==> src/rtl/slave_frame_receiver.sv <==
// Master-side receiver for one slave serial_data link: deserialises a start/flags/words/parity/stop
// frame, validates parity and stop bit, and watches for frames that never arrive after start_adc.
module slave_frame_receiver #(
   parameter int DATA_W      = 16,
   parameter int TIMEOUT_CYC = 256,
   parameter int CNT_W       = 16
) (
   input  logic              clk_i,
   input  logic              reset_ni,
   input  logic              serial_in_i,
   input  logic              expect_i,
   output logic              rx_valid_o,
   output logic [DATA_W-1:0] rx_word_a_o,
   output logic [DATA_W-1:0] rx_word_b_o,
   output logic              rx_err_a_o,
   output logic              rx_err_b_o,
   output logic              parity_err_o,
   output logic              frame_err_o,
   output logic              timeout_o,
   output logic              busy_o,
   output logic [CNT_W-1:0]  frame_cnt_o
);

   // Payload after the start bit: err_a, err_b, word_a, word_b, parity.
   localparam int FRAME_W = 2*DATA_W + 3;
   localparam int BCNT_W  = $clog2(FRAME_W + 1);
   localparam int TMO_W   = $clog2(TIMEOUT_CYC);
   localparam logic [BCNT_W-1:0] LAST_BIT = BCNT_W'(FRAME_W - 1);
   localparam logic [TMO_W-1:0]  TMO_LAST = TMO_W'(TIMEOUT_CYC - 1);

   typedef enum logic [2:0] {
      S_IDLE   = 3'd0,
      S_ARMED  = 3'd1,
      S_SHIFT  = 3'd2,
      S_STOP   = 3'd3,
      S_RESYNC = 3'd4
   } state_e;

   function automatic logic even_parity_ok(input logic [FRAME_W-1:0] bits);
      return ~(^bits);
   endfunction

   state_e              state_q, state_d;
   logic                line_q;
   logic [BCNT_W-1:0]   bit_cnt_q, bit_cnt_d;
   logic [TMO_W-1:0]    tmo_cnt_q, tmo_cnt_d;
   logic [FRAME_W-1:0]  sr_q, sr_d;
   logic                valid_q, valid_d;
   logic                perr_q, perr_d;
   logic                ferr_q, ferr_d;
   logic                tmo_q, tmo_d;
   logic                busy_q, busy_d;
   logic [DATA_W-1:0]   word_a_q, word_a_d;
   logic [DATA_W-1:0]   word_b_q, word_b_d;
   logic                err_a_q, err_a_d;
   logic                err_b_q, err_b_d;
   logic [CNT_W-1:0]    cnt_q, cnt_d;

   always_ff @(posedge clk_i) begin
      if (!reset_ni) begin
         state_q   <= S_IDLE;
         line_q    <= 1'b1;
         bit_cnt_q <= '0;
         tmo_cnt_q <= '0;
         sr_q      <= '0;
         valid_q   <= 1'b0;
         perr_q    <= 1'b0;
         ferr_q    <= 1'b0;
         tmo_q     <= 1'b0;
         busy_q    <= 1'b0;
         word_a_q  <= '0;
         word_b_q  <= '0;
         err_a_q   <= 1'b0;
         err_b_q   <= 1'b0;
         cnt_q     <= '0;
      end else begin
         state_q   <= state_d;
         line_q    <= serial_in_i;
         bit_cnt_q <= bit_cnt_d;
         tmo_cnt_q <= tmo_cnt_d;
         sr_q      <= sr_d;
         valid_q   <= valid_d;
         perr_q    <= perr_d;
         ferr_q    <= ferr_d;
         tmo_q     <= tmo_d;
         busy_q    <= busy_d;
         word_a_q  <= word_a_d;
         word_b_q  <= word_b_d;
         err_a_q   <= err_a_d;
         err_b_q   <= err_b_d;
         cnt_q     <= cnt_d;
      end
   end

   always_comb begin
      state_d   = state_q;
      bit_cnt_d = bit_cnt_q;
      tmo_cnt_d = tmo_cnt_q;
      sr_d      = sr_q;
      valid_d   = 1'b0;
      perr_d    = 1'b0;
      ferr_d    = 1'b0;
      tmo_d     = 1'b0;
      word_a_d  = word_a_q;
      word_b_d  = word_b_q;
      err_a_d   = err_a_q;
      err_b_d   = err_b_q;
      cnt_d     = cnt_q;

      case (state_q)
         S_IDLE: begin
            if (!line_q) begin
               state_d   = S_SHIFT;
               bit_cnt_d = '0;
            end else if (expect_i) begin
               state_d   = S_ARMED;
               tmo_cnt_d = '0;
            end else begin
               state_d   = S_IDLE;
            end
         end
         // A start bit takes priority over the watchdog expiring in the same cycle.
         S_ARMED: begin
            if (!line_q) begin
               state_d   = S_SHIFT;
               bit_cnt_d = '0;
            end else if (expect_i) begin
               tmo_cnt_d = '0;
            end else if (tmo_cnt_q == TMO_LAST) begin
               tmo_d     = 1'b1;
               state_d   = S_IDLE;
            end else begin
               tmo_cnt_d = tmo_cnt_q + TMO_W'(1);
            end
         end
         S_SHIFT: begin
            sr_d      = {sr_q[FRAME_W-2:0], line_q};
            bit_cnt_d = bit_cnt_q + BCNT_W'(1);
            if (bit_cnt_q == LAST_BIT) begin
               state_d = S_STOP;
            end else begin
               state_d = S_SHIFT;
            end
         end
         S_STOP: begin
            if (!line_q) begin
               ferr_d  = 1'b1;
               state_d = S_RESYNC;
            end else if (even_parity_ok(sr_q)) begin
               err_a_d  = sr_q[FRAME_W-1];
               err_b_d  = sr_q[FRAME_W-2];
               word_a_d = sr_q[2*DATA_W:DATA_W+1];
               word_b_d = sr_q[DATA_W:1];
               valid_d  = 1'b1;
               cnt_d    = cnt_q + CNT_W'(1);
               state_d  = S_IDLE;
            end else begin
               perr_d  = 1'b1;
               state_d = S_IDLE;
            end
         end
         // Holding here until the line returns high stops a stuck-low line retriggering frames.
         S_RESYNC: begin
            if (line_q) begin
               state_d = S_IDLE;
            end else begin
               state_d = S_RESYNC;
            end
         end
         default: begin
            state_d = S_IDLE;
         end
      endcase

      busy_d = (state_d == S_SHIFT) || (state_d == S_STOP) || (state_d == S_RESYNC);
   end

   assign rx_valid_o   = valid_q;
   assign rx_word_a_o  = word_a_q;
   assign rx_word_b_o  = word_b_q;
   assign rx_err_a_o   = err_a_q;
   assign rx_err_b_o   = err_b_q;
   assign parity_err_o = perr_q;
   assign frame_err_o  = ferr_q;
   assign timeout_o    = tmo_q;
   assign busy_o       = busy_q;
   assign frame_cnt_o  = cnt_q;

endmodule

==> config.mk <==
export PLATFORM = sky130hd
export DESIGN_NAME = slave_frame_receiver
export DESIGN_NICKNAME = d
export VERILOG_FILES = /design/src/rtl/slave_frame_receiver.sv
export SDC_FILE = /design/constraint.sdc
export NUM_CORES = 1
export LEC_CHECK = 0
export BUFFER_PORTS_ARGS = -buffer_cell sky130_fd_sc_hd__buf_2
export CAP_MARGIN = 25
export CELL_PAD_IN_SITES_DETAIL_PLACEMENT = 0
export CELL_PAD_IN_SITES_GLOBAL_PLACEMENT = 1
export CORE_MARGIN = 1.5
export CORE_UTILIZATION = 47
export DETAILED_ROUTE_END_ITERATION = 8
export PLACE_DENSITY = 0.88
export SETUP_SLACK_MARGIN = 0.05
export SKIP_LAST_GASP = 1
export SLEW_MARGIN = 40
export SYNTH_ARGS = -nofsm -noshare
export SYNTH_HDL_FRONTEND = slang
export SYNTH_SLANG_ARGS = --single-unit
export TNS_END_PERCENT = 100
==> constraint.sdc <==
create_clock -name clk_i -period 6.13 [get_ports clk_i]
set_input_delay 0.3065 -clock clk_i [delete_from_list [all_inputs] [get_ports clk_i]]
set_output_delay 0.3065 -clock clk_i [all_outputs]
set_load 0.02 [all_outputs]
Word-level counts from Yosys, hierarchy flattened
Index checks and enable logic that the tools add are counted.

storage, ports and cells
  output and inout port bits = 55
  register bits = 108

operators by class
  equality and inequality tests = 14
  mux-type cells = 20
  $add $sub $neg = 3
  bitwise gates (word level) = 4
  reductions and logical operators = 14

operator list
  cell                   count
  $mux 8                 5
  $reduce_xor 35->1      1
  $add 16x1->16 const B  1
  $pmux 8 s2             1
  $eq 3x2->1 const B     4
  $mux 3                 4
  $pmux 3 s4             1
  $pmux 6 s2             1
  $add 8x1->8 const B    1
  $eq 8x8->1 const B     1
  $ne 2x2->1 const B     4
  $add 6x1->6 const B    1
  $eq 3x3->1 const B     2
  $eq 6x6->1 const B     1
  $mux 1                 6
  $mux 6                 1
  $reduce_and 3->1       2
  $reduce_and 5->1       1
  $not 1->1              4
  $reduce_and 2->1       2
  $reduce_bool 2->1      2
  $reduce_or 2->1        2
  $reduce_or 4->1        1
  $eq 3x1->1 const B     1
  other kinds (4)        5

Logic depth before layout (Yosys ltp)
Gate-level depths: netlist of run 1.

  word-level depth = 8
  gate-level depth with buffers = 9

Least setup slack after synthesis of run 1
No wires, ideal clock.

  path type = reg-to-reg
  start point = reg sr_q[32]
  end point = reg cnt_q[0] (netlist: frame_cnt_o[0])
  stages on the path, launching flop included = 10
  slack = 4.041 ns
  setup time = 0.072 ns
  clock period less this slack = 2.089 ns
  arrival = 2.017 ns
  cells stage by stage = dfxtp_1 xor2_1 xnor2_1 xnor2_1 xnor3_1 buf_6 mux2i_1 buf_6 buf_12 mux2i_1

between the ends
  longest elaborated chain between the ends = 3

RTL lines
  what                               line  source
  start, declared                    47    logic [FRAME_W-1:0] sr_q, sr_d;
  start signal, assigned             81    sr_q <= sr_d;
  $reduce_xor 35->1                  40    return ~(^bits);
  $not 1->1 (no source line)         n/a
  $reduce_and 3->1 (no source line)  n/a
  end signal, assigned               91    cnt_q <= cnt_d;
  end, declared                      57    logic [CNT_W-1:0] cnt_q, cnt_d;

No other way between the ends.
A chain may end at the register's enable or synchronous reset.

Worst setup path in the final report of run 1
  start point = reg sr_q[2]
  end point = reg word_b_q[14] (netlist: rx_word_b_o[14])

between the ends
  longest elaborated chain between the ends = 3

RTL lines
  what                               line  source
  $reduce_xor 35->1                  40
  $not 1->1 (no source line)         n/a
  $reduce_and 3->1 (no source line)  n/a
  end signal, assigned               88    word_b_q <= word_b_d;
  end, declared                      54    logic [DATA_W-1:0] word_b_q, word_b_d;

No other way between the ends.

==> results_dict.tcl, run 1 <==
set metrics [dict create \
    dpl_cell_area_sq_mm 0.005359 \
    peakVddDrop_v 0.0001065 \
    timing.hold.ws_ns 0.1306 \
    grt_use_met1_pct 23.03 \
    grt_pass1_wl_um 16160 \
    n_antenna_cell 0 \
    wire_per_inst_um 12.46 \
    hold_violations 0 \
    grtUsageMet3_pct 2.553 \
    hold_buffers 0 \
    synth.distinct_cells 40 \
    design_area_sq_mm 0.005542 \
    worstSetupStartpointType "flip-flop" \
    synth.most_common_cell "nand2_1" \
    drt_first_iter_violations 140 \
    cap_violations 0 \
    rows 37 \
    clockBufferDepth 2 \
    cts_tree "done" \
    grt_max_degree 83 \
    nets 631 \
    crit_fanout 37 \
    area_growth_pct 9.819 \
    dp_hpwl_um 6177 \
    place.gp.congestion 0.7887 \
    cts.sinks 108 \
    ys_top_cells_by_count "nand2_1, dfxtp_1, mux2i_1, a21boi_0, clkbuf_1" \
    met2_usage_pct 28.16 \
    grt_overflow 0 \
    port_buffers 58 \
    finalMaxSlewViolations 0 \
    clk_pin_slew_worst_paths_ns 0.10 \
    drc_errors 0 \
    fillers 988 \
    die_h_um 106.6 \
    antenna_found_initial 0 \
    grt_util_all_layers_pct 17.33 \
    cp.required_ns 6.43 \
    via_count 3837 \
    netlist.area_leader.share_pct 42.85 \
    synth_cells 585 \
    cts_buffers 9 \
    min_period_ns 2.844 \
    utilization_pct 53.44 \
    busiest_layer "met2" \
    tns_ns 0 \
    relSlewSlack_pct 48.44 \
    fmax_mhz 351.6 \
    num_io_pins 59 \
    h-tree-depth 3 \
    cts-resized-gates 0 \
    worstSetupPathType "reg2reg" \
    rsz0062_at_grt "no" \
    synth_edf_count 0 \
    setup_viol 0 \
    sequentialPowerShare_pct 59.7 \
    ant_nets 0 \
    p_per_area_mw_per_mm2 214.8 \
    synthFlopType "dfxtp_1" \
    synthTopCellsByArea "dfxtp_1, nand2_1, mux2i_1" \
    fin_crit_sh_pct 46.40 \
    seq_area_frac_synth_pct 42.85 \
    crit_path_end_kind "flip-flop" \
    finalWirelength_um 9518 \
    drtPass1Iterations 4 \
    fin_worst_skew_ns 0.01370 \
    first_global_vias 3574 \
    pwr-share-clk_pct 34.7 \
    sw_frac_of_total_pct 25.89 \
    die-area_sq_mm 0.01137 \
    combPwrFrac_pct 5.6 \
    clock_latency_ns 0.38 \
    vias_per_cell 5.022 \
    syn_area_sq_mm 0.005046 \
    hp-class "in2reg" \
    leakage_uw 0.002135 \
    status "complete, no violations" \
    arrival_ns 3.14 \
    syn_avg_cell_area_sq_um 8.626 \
    syn_nets 593 \
    start_util_pct 48.66 \
    intPower_uw 882.2 \
    die_w_um 106.6 \
    async_reset_ff_share_pct 0 \
    yosysTopAreaCell "dfxtp_1" \
    yosys_warnings 0 \
    worst_pin_slew_ns 0.7674 \
    ys_ff_latch 108 \
    cts_setup_buffers 0 \
    clockRootBuffer "clkbuf_8" \
    core-area_sq_mm 0.01037 \
    p_sw_uw 308.2 \
    drive_gt1_share_pct 13.06 \
]
cell usage in the layout, fill, tap and decap left out, types with 10 or more instances in the layout:
| master | netlist | final |
|---|---|---|
| mux2i_1 | 67 | 66 |
| nand3_1 | 16 | 16 |
| buf_2 | 1 | 57 |
| a21boi_0 | 35 | 35 |
| nand2b_1 | 18 | 18 |
| nand2_1 | 186 | 186 |
| xor2_1 | 10 | 10 |
| xnor2_1 | 27 | 27 |
| dfxtp_1 | 108 | 108 |
| nor2_1 | 20 | 20 |
final timing paths:
| check | from | endpoint | slack, ns | cells after the start |
|---|---|---|---|---|
| setup reg to reg | sr_q[2]$_SDFFE_PN0P_ | rx_word_b_o[14]$_SDFFE_PN0P_ | 3.29 | 7 |
| hold / removal | serial_in_i | line_q$_SDFF_PN1_ | 0.13 | 2 |
| setup / recovery | sr_q[2]$_SDFFE_PN0P_ | rx_word_b_o[14]$_SDFFE_PN0P_ | 3.29 | 7 |
| hold reg to reg | rx_word_a_o[7]$_SDFFE_PN0P_ | rx_word_a_o[7]$_SDFFE_PN0P_ | 0.46 | 2 |
critical path, stage by stage (launching register included):
cell and delay [ns]:
dfxtp_1 0.45, xor2_1 0.20, xnor2_1 0.11, xnor2_1 0.25, xnor3_2 0.63, mux2i_4 0.30
buf_4 0.53, mux2i_1 0.27
cells by family after synthesis:
logic type | share of synthesized area, %
and+or+nand+nor | 23.85
DFF | 42.85
muxes | 13.29
AOI/OAI and AO/OA | 7.042
xor gates and xnor gates | 7.786
buffers and inverters | 4.190
adders and majority gates | 0.9919
sequential cells by signal (all words and copies together) (netlist names):
register,count
sr_q,35
frame_cnt_o,16
rx_word_a_o,16
rx_word_b_o,16
tmo_cnt_q,8
bit_cnt_q,6
state_q,3
busy_o,1
frame_err_o,1
line_q,1
parity_err_o,1
rx_err_a_o,1
rx_err_b_o,1
rx_valid_o,1
timeout_o,1
through the flow:
stage	setup WS, ns	total power (uW)	cells
after floorplan	4.041	783.1	585
after global placement	2.978	792.5	748
after detailed placement	3.311	793.8	748
after CTS	3.239	1201	764
after global routing	3.110	1236	764
final	3.286	1190	764
layer usage:
metal  up-vias  routed length [um]  part of all wire (%)
met1      1765                4860                    51
met2        58                4259                    45
met3        12                 264                   2.8
met4         0                 133                   1.4
met5         -                   0                     0
li1       2002                   -                     -
area by class of cell:
class	instances	area (sq um)	area share [%]
Multi-Input combinational cell	438	2689	48.52
Clock inverter	7	58.81	1.061
Inverter	4	15.01	0.2709
Tap cell	136	170.2	3.071
Clock buffer	9	123.9	2.235
Sequential cell	108	2162	39.02
Timing Repair Buffer	62	322.8	5.825
power groups by stage:
stage / logic [uW] / registers (uW) / clock network, uW
floorplan: 57.7 / 725 / 0
global placement: 65.7 / 727 / 0
detailed placement: 66.7 / 727 / 0
CTS: 67.0 / 711 / 423
global route: 74.6 / 712 / 449
finish: 66.7 / 711 / 413
Power figures use the tool's default switching activity.
==> run 2, diff against run 1 <==
ABC_AREA = 1   (was not set)
CORE_UTILIZATION = 37   (was 47)
PLACE_DENSITY = 0.8   (was 0.88)
clock period = 2.6 ns   (was 6.13 ns; I/O delays follow)
==> run 2 against run 1 <==
Compared with the run above: register-to-register slack got worse by 2.8 ns; clock-buffer cell count rose by 3; flip-flop and latch count did not move; global-route usage shrank 1.5 points; die area up 32%; routed wire length rose by 16%; sequential share of layout area down 3.3 points; area after synthesis up 4.7%; first-iteration DRC count grew 57%; worst setup slack lost 2.8 ns; cell count rose by 40%; total power grew to 3.3 times the previous value; critical endpoint is now frame_cnt_o[10]$_SDFFE_PN0P_; largest power group unchanged.
==> results_dict.tcl, run 2 <==
set metrics [dict create \
    peakVddDrop_v 0.0003214 \
    drive_gt1_share_pct 10.70 \
    min_period_ns 2.096 \
    yosysTopAreaCell "dfxtp_1" \
    synth.distinct_cells 29 \
    first_global_vias 4287 \
    slowest_delay_ns 0.40 \
    clk_pin_slew_worst_paths_ns 0.07 \
    cp_cell_sequence "inv_1 > nand2_1 > nand2_1 > nand2_1 > nand2_1 > nand2_1 > nand2_1 > nand2_1 > inv_1 > nor2_1 > nand2_1 > nand2_1 > nand2_1 > nand2_2 > nand3_1 > nand2_1 > inv_1 > nor2_1" \
    cp_slowest_cell "dfxtp_1" \
    grt_util_all_layers_pct 15.87 \
    finalPower_uw 3874 \
    hold_violations 0 \
    dpl_cell_area_sq_mm 0.005747 \
    multi_input_area_sq_mm 0.002519 \
    finalWirelength_um 11020 \
    seq_area_frac_synth_pct 40.91 \
    fin_worst_skew_ns 0.009364 \
    largest_reg_flops 35 \
    crit_top_cell "nand2_1" \
    syn_area_sq_mm 0.005285 \
    fillers 1516 \
    num_io_pins 59 \
    grt_pass1_wl_um 19280 \
    drt_first_iter_violations 220 \
    rows 43 \
    die-area_sq_mm 0.01501 \
    drtPass1Iterations 4 \
    clockRootBuffer "clkbuf_16" \
    ys_top_cells_by_count "nand2_1, nor2_1, inv_1, dfxtp_1, a21oi_1" \
    fin_crit_sh_pct 80.63 \
    crit_fanout 23 \
    synth.most_common_cell "nand2_1" \
    rsz0062_at_grt "no" \
    worstSetupPathType "reg2reg" \
    hp-class "in2reg" \
    die_w_um 122.5 \
    synthFlopType "dfxtp_1" \
    design_area_sq_mm 0.006048 \
    startpoint "sr_q[11]$_SDFFE_PN0P_" \
    synthTopCellsByArea "dfxtp_1, nand2_1, nor2_1" \
    clock_latency_ns 0.35 \
    cts-resized-gates 0 \
    finalMaxSlewViolations 0 \
    setup_viol 0 \
    port_buffers 58 \
    cap_violations 0 \
    async_reset_ff_share_pct 0 \
    nets 893 \
    vias_per_cell 4.457 \
    dp_hpwl_um 7669 \
    core-area_sq_mm 0.01393 \
    netlist.area_leader.share_pct 40.91 \
    drc_errors 0 \
    antenna_found_initial 0 \
    fmax_mhz 477.0 \
    arrival_ns 2.38 \
    cts_buffers 9 \
    final-seq-area_sq_mm 0.002162 \
    critPathBufInv 3 \
    synth_edf_count 0 \
    leakage_uw 0.003109 \
    regMostFlops "sr_q" \
    h-tree-depth 3 \
    cts.sinks 108 \
    wire_per_inst_um 10.32 \
    min_from "reset_ni" \
    syn_nets 846 \
    tns_ns 0 \
    area_growth_pct 14.44 \
    die_h_um 122.5 \
    n_antenna_cell 0 \
    worstSetupStartpointType "flip-flop" \
    crit_path_end_kind "flip-flop" \
    status "complete, no violations" \
    ant_nets 0 \
    start_util_pct 37.93 \
    place.gp.congestion 0.7583 \
    mostFrequentLayoutCells "nand2_1, nor2_1, inv_1, dfxtp_1, buf_2" \
    clockBufferDepth 2 \
    worst_pin_slew_ns 0.5863 \
    cp.required_ns 2.89 \
    p_per_area_mw_per_mm2 640.5 \
    synth_cells 838 \
    yosys_warnings 0 \
    worst_r2r_startpoint "sr_q[11]$_SDFFE_PN0P_" \
    relSlewSlack_pct 60.91 \
    cts_tree "done" \
    ys_ff_latch 108 \
    syn_avg_cell_area_sq_um 6.307 \
    grt_max_degree 59 \
    via_count 4760 \
    grt_overflow 0 \
    final_common_cell "nand2_1" \
    crit_family "simple AND/OR/NAND/NOR gates" \
]
-- run 2: repair_timing --
action,CTS,global route
hold buffers,1,0
setup endpoints to repair,0,0
hold endpoints to repair,1,0
buffers inserted,0,0
-- run 2: final cells by class --
| class | count | share of cell area (%) |
|---|---|---|
| multi-input cells | 575 | 41.64 |
| flip-flops and latches | 108 | 35.75 |
| inverters | 124 | 7.695 |
| repair buffers | 67 | 6.372 |
| clock buffers | 12 | 4.241 |
| well taps | 180 | 3.724 |
| clock inverters | 2 | 0.5792 |
-- run 2: final timing paths --
path	slack, ns	depth (start not counted)	endpoint
hold / removal	0.08	3	sr_q[1]$_SDFFE_PN0P_
setup reg to reg	0.50	18	frame_cnt_o[10]$_SDFFE_PN0P_
hold reg to reg	0.47	2	tmo_cnt_q[7]$_SDFFE_PN0P_
setup / recovery	0.50	18	frame_cnt_o[10]$_SDFFE_PN0P_
-- run 2: worst min-delay path, cell delays in order --
cell and delay, ns:
buf_2 0.14, o21ai_0 0.07, a21oi_1 0.04
-- run 2: report_power, final --
part           leakage [uW]  switching [uW]  internal [uW]
registers          0.000875            73.7           1730
clock network      0.000145             590            788
logic               0.00209             482            213
-- run 2: per-layer routing --
| metal | vias up | global-route usage (%) | routed length, um |
|---|---|---|---|
| met4 | 0 | 6.759 | 196 |
| met1 | 2041 | 21.17 | 5816 |
| met2 | 55 | 25.10 | 4638 |
| met5 | - | 0 | 0 |
| li1 | 2654 | - | - |
| met3 | 10 | 2.928 | 372 |
-- run 2: cells by family (layout without fill, tap and decap cells) --
family | Yosys count | in the layout | synth area share, %
buf+inv | 155 | 205 | 11.53
flops | 108 | 108 | 40.91
compound gates | 94 | 94 | 9.067
fa+ha+maj | 4 | 4 | 0.9470
xor+xnor | 10 | 10 | 1.657
simple gates | 467 | 467 | 35.89
-- run 2: stage by stage --
stage	hold slack [ns]	setup WS [ns]	util, %	instances
final	0.07571	0.5037	43.40	1068
after floorplan	0.2366	0.8313	-	838
after global placement	0.3503	0.5588	41.24	1053
after CTS	0.05994	0.4898	43.40	1068
after global routing	0.08526	0.1809	43.40	1068
after detailed placement	0.3531	0.5051	41.24	1053
==> run 3, diff against run 2 <==
ABC_AREA = 0   (was 1)
CORE_UTILIZATION = 40   (was 37)
clock period = 1.8 ns   (was 2.6 ns; I/O delays follow)
==> run 3 against run 2 <==
Compared with the run above: the run now ends with negative setup slack left; sequential power is 34% higher; clock skew is 0.0017 ns lower; flip-flop and latch count stayed put; critical endpoint is now rx_word_a_o[10]$_SDFFE_PN0P_; largest cell class unchanged; largest power group unchanged.
==> results_dict.tcl, run 3 (synthesis results as in run 1) <==
set metrics [dict create \
    leakage_uw 0.002559 \
    cts.sinks 108 \
    clockBufferDepth 2 \
    arrival_ns 2.39 \
    cp.required_ns 2.08 \
    vias_per_cell 4.822 \
    r2r_slack_ns -0.30 \
    hp-class "in2reg" \
    num_io_pins 59 \
    port_buffers 58 \
    worst_r2r_startpoint "sr_q[0]$_SDFFE_PN0P_" \
    hold_violations 0 \
    fin_crit_sh_pct 116.8 \
    min_from "expect_i" \
    grt_overflow 0 \
    antenna_found_initial 0 \
    ant_nets 0 \
    place.gp.congestion 0.7585 \
    core-area_sq_mm 0.01216 \
    dp.cells 839 \
    dpl_cell_area_sq_mm 0.005906 \
    first_global_vias 3952 \
    finalMaxSlewViolations 0 \
    reg2reg_to "rx_word_a_o[10]$_SDFFE_PN0P_" \
    largest_reg_flops 35 \
    drc_errors 0 \
    dp_hpwl_um 7330 \
    worstSetupStartpointType "flip-flop" \
    finalWirelength_um 10840 \
    rows 40 \
    crit_path_end_kind "flip-flop" \
    nets 696 \
    wire_per_inst_um 12.59 \
    final_common_cell "nand2_1" \
    setup_viol 52 \
    drive_gt1_share_pct 23.52 \
    fmax_mhz 475.5 \
    tns_ns -13.99 \
    finalWorstSetupSlack_ns -0.3033 \
    start_util_pct 41.49 \
    min_period_ns 2.103 \
    n_antenna_cell 0 \
    cap_violations 0 \
    peakVddDrop_v 0.0005162 \
    drt_first_iter_violations 225 \
    worst_pin_slew_ns 0.5529 \
    startpoint "sr_q[0]$_SDFFE_PN0P_" \
    grt_util_all_layers_pct 17.01 \
    regMostFlops "sr_q" \
    design_area_sq_mm 0.006369 \
    area_growth_pct 26.21 \
    clock_latency_ns 0.36 \
    rr_worst_depth 8 \
    mostFrequentLayoutCells "nand2_1, dfxtp_1, mux2i_1, buf_4, buf_2" \
    die_h_um 115.3 \
    crit_end "rx_word_a_o[10]$_SDFFE_PN0P_" \
    utilization_pct 52.37 \
    via_count 4152 \
    stdcell_count 861 \
    clockRootBuffer "clkbuf_16" \
    status "complete, but fails checks" \
    worstSetupPathType "reg2reg" \
    rsz0062_at_grt "yes" \
    drtPass1Iterations 4 \
    grt_max_degree 73 \
    p_per_area_mw_per_mm2 768.6 \
    crit_fanout 15 \
    relSlewSlack_pct 62.89 \
    clk_pin_slew_worst_paths_ns 0.07 \
    violations "negative setup slack" \
    die_w_um 115.3 \
    cts_buffers 9 \
    cts_tree "done" \
    grt_pass1_wl_um 18090 \
    fin_worst_skew_ns 0.007651 \
    die-area_sq_mm 0.01330 \
    h-tree-depth 3 \
]
==> run 3: changes by cell type in the layout (fill, tap and decap cells not counted), moves of 11 or more <==
cell      before  now
nand2b_1       0   18
buf_4          6   61
nand2_1      284  186
nor3_1        15    4
nor2_1       116   20
a21boi_0       0   35
mux2i_1        0   62
a21oi_1       48    3
inv_1        115    4
xnor2_1        2   25
o21ai_0       43    4
==> run 3: routing by layer <==
metal,track usage (%),wire length (um)
met5,0,0
met4,7.654,180
met3,3.216,347
met2,28.36,5024
met1,21.38,5285
==> run 3: layout make-up <==
| cell class | count | area (sq um) |
|---|---|---|
| Tap cell | 168 | 210.2 |
| Inverter | 4 | 15.01 |
| Clock buffer | 11 | 242.7 |
| Timing Repair Buffer | 127 | 909.6 |
| Multi-Input combinational cell | 438 | 2734 |
| Sequential cell | 108 | 2172 |
| Clock inverter | 5 | 85.08 |
| Fill cell | 1154 | 5793 |
==> run 3: timing repair <==
item,CTS,global route
pin swaps,0,1
hold buffers,1,0
gates resized for setup,7,7
buffers inserted,2,2
endpoints found under the setup margin,52,80
gates cloned,0,1
hold endpoints to repair,1,0
==> run 3: per-stage QoR <==
stage	hold slack, ns	total power [uW]	setup slack, ns
floorplan	0.1915	2671	-0.2534
CTS	0.04599	4944	-0.3214
finish	0.07013	4895	-0.3033
global route	0.09153	5078	-0.4139
detailed placement	0.2911	2748	-0.3158
global placement	0.2891	2743	-0.2527
==> run 3: critical path, cell delays in order (launching register included) <==
cell and delay (ns):
dfxtp_2 0.35, xor2_1 0.18, xnor2_1 0.16, xnor2_1 0.15, xnor3_2 0.48, mux2i_4 0.20, buf_12 0.14, buf_12 0.16
mux2i_1 0.20
==> run 3: worst min-delay path by stage <==
stage,cells past startpoint,endpoint
global route,4,timeout_o$_SDFF_PP0_
floorplan,1,line_q$_SDFF_PN1_
detailed placement,2,line_q$_SDFF_PN1_
CTS,4,timeout_o$_SDFF_PP0_
finish,4,timeout_o$_SDFF_PP0_
global placement,2,line_q$_SDFF_PN1_
==> run 3: report_power, final <==
group / internal (uW) / switching, uW
Clock: 1260 / 913
Sequential: 2400 / 12.4
Combinational: 128 / 177
